==> config.mk <==
export PLATFORM = sky130hd
export DESIGN_NAME = pipeline_scoreboard
export DESIGN_NICKNAME = d
export VERILOG_FILES = /design/src/rtl/pipeline_scoreboard.sv
export SDC_FILE = /design/constraint.sdc
export NUM_CORES = 1
export LEC_CHECK = 0
export ABC_CLOCK_PERIOD_IN_PS = 1860
export BUFFER_PORTS_ARGS = -buffer_cell sky130_fd_sc_hd__buf_2
export CORE_ASPECT_RATIO = 1.5
export CORE_UTILIZATION = 45
export CTS_BUF_LIST = sky130_fd_sc_hd__clkbuf_4
export CTS_CLUSTER_DIAMETER = 150
export CTS_CLUSTER_SIZE = 20
export DETAILED_ROUTE_END_ITERATION = 12
export GPL_ROUTABILITY_DRIVEN = 0
export GPL_TIMING_DRIVEN = 0
export PLACE_DENSITY = 0.72
export SLEW_MARGIN = 40
export SYNTH_ARGS = -nofsm -noshare
export SYNTH_HDL_FRONTEND = slang
export SYNTH_SLANG_ARGS = --single-unit
export TNS_END_PERCENT = 5
==> constraint.sdc <==
create_clock -name clk -period 1.86 [get_ports clk]
set_input_delay 0.093 -clock clk [delete_from_list [all_inputs] [get_ports clk]]
set_output_delay 0.093 -clock clk [all_outputs]
set_load 0.02 [all_outputs]
==> src/rtl/pipeline_scoreboard.sv <==
// rtl/pipeline_scoreboard.sv - in-flight writer tracking with ID stall and operand forward selection
module pipeline_scoreboard #(
  parameter int REG_ADDR_W       = 4,
  parameter int DEPTH            = 3,
  parameter bit FWD_EN           = 1'b1,
  parameter bit RF_WRITE_THROUGH = 1'b1,
  parameter int SEL_W            = $clog2(DEPTH + 1)
) (
  input  logic                  clk,
  input  logic                  rst,
  input  logic                  id_valid,
  input  logic                  id_wb_en,
  input  logic                  id_is_load,
  input  logic [REG_ADDR_W-1:0] id_dest,
  input  logic [REG_ADDR_W-1:0] src1,
  input  logic                  src1_used,
  input  logic [REG_ADDR_W-1:0] src2,
  input  logic                  two_src,
  input  logic                  flush,
  output logic                  stall,
  output logic [SEL_W-1:0]      fwd_sel1,
  output logic [SEL_W-1:0]      fwd_sel2,
  output logic                  busy,
  output logic [31:0]           stall_cycles
);

  // The writeback slot is invisible to hazard checks when the regfile writes through.
  localparam int MATCH_DEPTH = RF_WRITE_THROUGH ? DEPTH - 1 : DEPTH;

  logic [DEPTH-1:0]      valid_q, valid_d;
  logic [DEPTH-1:0]      wb_en_q, wb_en_d;
  logic [DEPTH-1:0]      is_load_q, is_load_d;
  logic [REG_ADDR_W-1:0] dest_q [DEPTH];
  logic [REG_ADDR_W-1:0] dest_d [DEPTH];
  logic [31:0]           stall_cycles_q, stall_cycles_d;

  logic             hit1, hit2;
  logic             load1, load2;
  logic             hazard1, hazard2;
  logic [SEL_W-1:0] sel1, sel2;
  logic             load_slot0;

  // Scan oldest to youngest so the youngest matching writer overrides older ones.
  always_comb begin
    hit1  = 1'b0;
    hit2  = 1'b0;
    load1 = 1'b0;
    load2 = 1'b0;
    sel1  = '0;
    sel2  = '0;
    for (int k = DEPTH - 1; k >= 0; k--) begin
      if (k < MATCH_DEPTH && valid_q[k] && wb_en_q[k] && dest_q[k] == src1) begin
        hit1  = 1'b1;
        sel1  = SEL_W'(k + 1);
        load1 = is_load_q[k] && (k == 0);
      end
      if (k < MATCH_DEPTH && valid_q[k] && wb_en_q[k] && dest_q[k] == src2) begin
        hit2  = 1'b1;
        sel2  = SEL_W'(k + 1);
        load2 = is_load_q[k] && (k == 0);
      end
    end
  end

  always_comb begin
    hazard1  = 1'b0;
    hazard2  = 1'b0;
    fwd_sel1 = '0;
    fwd_sel2 = '0;
    if (FWD_EN) begin
      hazard1 = src1_used && hit1 && load1;
      hazard2 = two_src && hit2 && load2;
      if (src1_used && hit1 && !hazard1) fwd_sel1 = sel1;
      if (two_src && hit2 && !hazard2) fwd_sel2 = sel2;
    end else begin
      hazard1 = src1_used && hit1;
      hazard2 = two_src && hit2;
    end
    stall = id_valid && !flush && (hazard1 || hazard2);
    busy  = |valid_q;
  end

  always_comb begin
    valid_d   = valid_q;
    wb_en_d   = wb_en_q;
    is_load_d = is_load_q;
    dest_d    = dest_q;
    for (int k = DEPTH - 1; k >= 1; k--) begin
      valid_d[k]   = valid_q[k-1];
      wb_en_d[k]   = wb_en_q[k-1];
      is_load_d[k] = is_load_q[k-1];
      dest_d[k]    = dest_q[k-1];
    end
    load_slot0   = id_valid && !stall && !flush;
    valid_d[0]   = load_slot0;
    wb_en_d[0]   = load_slot0 && id_wb_en;
    is_load_d[0] = load_slot0 && id_is_load;
    dest_d[0]    = id_dest;
    stall_cycles_d = stall_cycles_q;
    if (stall && stall_cycles_q != 32'hFFFF_FFFF) stall_cycles_d = stall_cycles_q + 32'd1;
  end

  always_ff @(posedge clk or negedge rst) begin
    if (!rst) begin
      valid_q        <= '0;
      wb_en_q        <= '0;
      is_load_q      <= '0;
      stall_cycles_q <= '0;
      for (int k = 0; k < DEPTH; k++) dest_q[k] <= '0;
    end else begin
      valid_q        <= valid_d;
      wb_en_q        <= wb_en_d;
      is_load_q      <= is_load_d;
      stall_cycles_q <= stall_cycles_d;
      for (int k = 0; k < DEPTH; k++) dest_q[k] <= dest_d[k];
    end
  end

  assign stall_cycles = stall_cycles_q;

endmodule

* Yosys cells after proc, flatten, opt, wreduce, memory -nomap -nowiden *
Cells that the tools add are included.

storage, ports and cells
  register bits after elaboration = 46
  latch bits = 0
  RAM bits = 0
  ROM bits = 0
  bits of input ports = 20
  output and inout port bits = 38
  word-level logic and storage cells = 49
  memories = 0

operators by class
  add/subtract/negate cells = 1
  multipliers = 0
  divide/modulo/power cells = 0
  $lt $le $gt $ge = 0
  eq/ne operators = 5
  shifts and indexed selects = 0
  muxes and demuxes = 12
  bitwise logic cells = 0
  reductions and logical operators = 25

operators with widths
  kind                                            number
  adder 32 x 1 -> 32 bit (second input constant)  1
  != test 32 bit (second input constant)          1
  logical AND 1 bit                               19
  == test 4 bit                                   4
  two-way mux 2 bit                               6
  two-way mux 1 bit                               6
  zero test 1 bit                                 4
  OR reduction 3 bit                              1
  logical OR 1 bit                                1

* Logic depth before layout (Yosys ltp) *
  depth in word-level cells = 12
  gate-level depth with buffers = 8
  depth with buffers taken out = 7

* Least setup slack after synthesis *
No wires, ideal clock.

  kind = reg2reg
  from = register stall_cycles_q[24], in the netlist stall_cycles[24]
  to = register stall_cycles_q[17], in the netlist stall_cycles[17]
  setup time = 132 ps
  arrival time = 1852 ps
  data required time = 1728 ps
  slack = -125 ps
  stages on the path, launching flop included = 7
  buffers on the path = 1
  period minus slack after synthesis = 1985 ps
  cells stage by stage = dfrtp_1 -> nand4_1 -> nor3_1 -> and3_1 -> clkbuf_1 -> and4bb_2 -> xor2_1

on the way
  longest elaborated chain between the ends = 2

RTL lines
  item                    line  source
  start, declared         35    logic [31:0] stall_cycles_q, stall_cycles_d;
  start signal, assigned  114   stall_cycles_q <= stall_cycles_d;
  != test 32 bit          100   if (stall && stall_cycles_q != 32'hFFFF_FFFF) stall_cycles_d = stall_cycles_q + 32'd1;
  logical AND 1 bit       100

No other way between the ends.
A chain may end at the register's enable or synchronous reset.

* Worst setup path after layout *
  from = register dest_q (netlist bit dest_d[6])
  to = register stall_cycles_q[15], in the netlist stall_cycles[15]

on the way
  longest elaborated chain between the ends = 8
  elaborated cells between the ends (all ways) = 15
  those cells by class = eq/ne (2); mux (4); reduce/logical (9)

RTL lines
  item                                  line    source
  start, declared                       33      logic [REG_ADDR_W-1:0] dest_q [DEPTH];
  == test 4 bit (on tied branches)      52, 57
  logical AND 1 bit (on tied branches)  52, 57
  two-way mux 1 bit (on tied branches)  52, 57
  logical AND 1 bit                     --
  logical AND 1 bit (on tied branches)  71, 72
  logical OR 1 bit (*)                  79      stall = id_valid && !flush && (hazard1 || hazard2);
  logical AND 1 bit (*)                 79
  logical AND 1 bit (*)                 100

Every way passes the cells marked *; elsewhere a longest branch is shown, timed or not.

==> qor.txt <==
Pwr Density = 608.4 nW/um^2
drt total wl = 5126 um
required time of the critical path = 2.11 ns
drt pass-1 iters = 4
Yosys reg bits = 46
Lkg Pwr = 1.368 nW
Commonest cells post-synth = 46 x dfrtp_1, 39 x xnor2_1, 20 x nand4_1
nets@finish = 305
first-pass GRT wire length = 8169 um
Synth cell types = 33
most common cell in the netlist = dfrtp_1
die area = 5352 um^2
initial DRC count = 44
Comb power frac = 0.064
GRT Util Overall = 0.2094
I/O pin total = 58
max_slew headroom = 0.6182
Via Count = 1819
Cell Area, Synth = 2276 um^2
final worst slack = -0.3684 ns
Async S/R FF share, synth = 1.000
crit-path max FO = 10
RSZ-0062 raised after global routing = true
Slew @ Worst Pin = 0.5726 ns
FF-to-FF setup slack = -0.37 ns
area delta synth->final = 27.65%
Psw = 0.3978 mW
Final ANT Viol Nets = 0
post-DP HPWL = 3555 um
Crit path largest cell delay = 0.58 ns
Die X = 60.07 um
setup tns final = -8.844 ns
Root Buffer = clkbuf_4
critical hold path startpoint = id_valid
top_reg_cell synth = dfrtp_1
Tmin final = 2.228 ns
global route total overflow = 0
number of buffers added on ports = 57
core footprint = 4848 um^2
fin. max-slew vios = 0
worst-path cell with the longest stage delay = or4b_4
CTS tree = done
vias in the first global route = 1759
largest net degree at the start of global routing = 47
total power = 1.768 mW
Peak Freq = 0.4488 GHz
largest cells by area after synthesis = dfrtp_1 51%, xnor2_1 15%, nand4_1 5.5%
Clk pwr share = 0.355
Buf/Inv on CP = 3
Vias/cell = 5.182
nature of the critical path startpoint = register
post-synth top area cell = dfrtp_1
mean post-synth cell area = 11.05 um^2
max-cap violation count = 0
sequential share of the synthesized area = 0.5058
DRC Markers = 0
Initial Util = 0.4694
FF-to-FF Start = dest_d[6]
run status = finished, violations left
Clock Pin Slew Worst Setup and Hold Paths = 0.14 ns
Synth top area share = 0.5058
layout cells sized above 1 = 0.3193
final count of negative-setup-slack endpoints = 33
FP Rows = 31
initial antenna violation count = 0
final hold slack = 0.06989 ns
Mapped Nets = 227
critical-path cell list = buf_4 > xor2_1 > or4b_4 > a21oi_4 > buf_6 > buf_8 > nand4b_1 > xnor2_1
Seq pwr share = 0.581
final hold vios = 0
Setup Skew = 0.01727 ns
chip height = 89.10 um
H-tree depth = 2
final period utilization = 1.198
crit path DAT = 2.47 ns
CP startpoint = dest_d[6]
clock latency on the worst-skew pair = 0.36 ns
Worst Setup End Kind = register
Sw Ratio = 0.2251
Worst Setup Path Type = reg2reg
peak supply drop = 0.4187 mV
CTS Buf Count = 5
internal power = 1.370 mW
antenna cells = 0
Sink Count = 46
number of synthesized flops with an enable pin = 0
Mapped Cells = 206
Synthesis Warnings = 0
HP Class = in2reg
failing checks = setup timing
CP top delay family = simple AND/OR/NAND/NOR gates
clock buffer depth = 2
drt wl/cell = 14.60 um
-- final timing paths --
path / to / depth (start not counted)
max: stall_cycles[15] / 8
min: wb_en_q[0] / 4
max reg2reg: stall_cycles[15] / 8
min reg2reg: wb_en_q[1] / 0
max in group asynchronous: stall_cycles[10] / 2
min in group asynchronous: dest_d[2] / 2
-- cell usage in the layout, fill, tap and decap left out, drive strengths merged, types with 2 or more instances in the layout --
| master | synthesis | routed |
|---|---|---|
| buf | 2 | 65 |
| dfrtp | 46 | 46 |
| xnor2 | 39 | 39 |
| nand4 | 20 | 20 |
| nand2 | 16 | 16 |
| nor3 | 10 | 10 |
| nand3 | 9 | 9 |
| nor2 | 9 | 9 |
| dlygate4sd3 | 0 | 8 |
| xor2 | 7 | 7 |
| and3 | 7 | 7 |
| clkbuf | 1 | 7 |
| inv | 6 | 6 |
| and2 | 4 | 4 |
| nand4b | 4 | 4 |
| nand3b | 3 | 3 |
| and4bb | 3 | 3 |
| and3b | 2 | 2 |
| or4b | 2 | 2 |
| a31oi | 2 | 2 |
| a21oi | 2 | 2 |
| nor2b | 2 | 2 |
-- per-stage QoR --
step | util | std cells | setup slack [ns] | area, um^2
after detailed placement | 0.5497 | 329 | -0.3437 | 2665
final | 0.5992 | 351 | -0.3684 | 2905
after global routing | 0.5992 | 351 | -0.4894 | 2905
after CTS | 0.5959 | 350 | -0.4029 | 2889
after global placement | 0.5492 | 329 | -0.3185 | 2663
after floorplan | - | 206 | -0.05576 | 2295
-- routing by layer --
layer | vias to the layer above | track usage | part of all wire
met5 | - | 0 | 0
met4 | 0 | 0.05920 | 0.0084
met3 | 4 | 0.04486 | 0.030
met2 | 41 | 0.3960 | 0.56
met1 | 889 | 0.2288 | 0.41
li1 | 885 | - | -
-- worst register-to-register path: cells and delay by family (launching register included) --
family,cells,cell delay (ns)
compound gates,1,0.22
xor+xnor,2,0.32
buf+inv,3,0.43
flops,1,0.42
simple gates,2,0.73
-- logic make-up (layout without fill, tap and decap cells) --
| logic type | after synthesis | after routing | synth area share |
|---|---|---|---|
| buffers and inverters | 9 | 88 | 0.01979 |
| xor gates and xnor gates | 46 | 46 | 0.1770 |
| AOI/OAI and AO/OA | 6 | 6 | 0.02749 |
| DFF | 46 | 46 | 0.5058 |
| muxes | 1 | 1 | 0.004947 |
| adders and majority gates | 1 | 1 | 0.005497 |
| and+or+nand+nor | 97 | 97 | 0.2595 |
-- state kept, by name, summed over array words and instances (netlist names) --
name / flops
dest_d: 8
stall_cycles: 32
wb_en_q: 2
valid_q: 3
is_load_q: 1
-- area by class of cell --
type	instances	area (um^2)
plain buffers	3	31.28
clock buffers	6	45.04
multi-input cells	151	1092
well taps	66	82.58
fillers	433	1943
flip-flops and latches	46	1156
clock inverters	2	37.54
repair buffers	71	437.9
inverters	6	22.52
-- power groups by stage --
stage	Sequential (mW)	Clock, mW	Combinational (mW)
after CTS	1.03	0.638	0.115
after global routing	1.03	0.693	0.128
after detailed placement	1.05	0	0.101
after global placement	1.05	0	0.0976
after floorplan	1.04	0	0.0441
final	1.03	0.627	0.113
-- what timing repair did --
action | in CTS | in global routing
pin swaps | 12 | 16
resized for setup | 8 | 2
setup buffers | 6 | 0
hold buffers | 7 | 1
endpoints found under the setup margin | 33 | 38
hold endpoints to repair | 52 | 1
No activity file was read; power rests on OpenSTA's default activity.
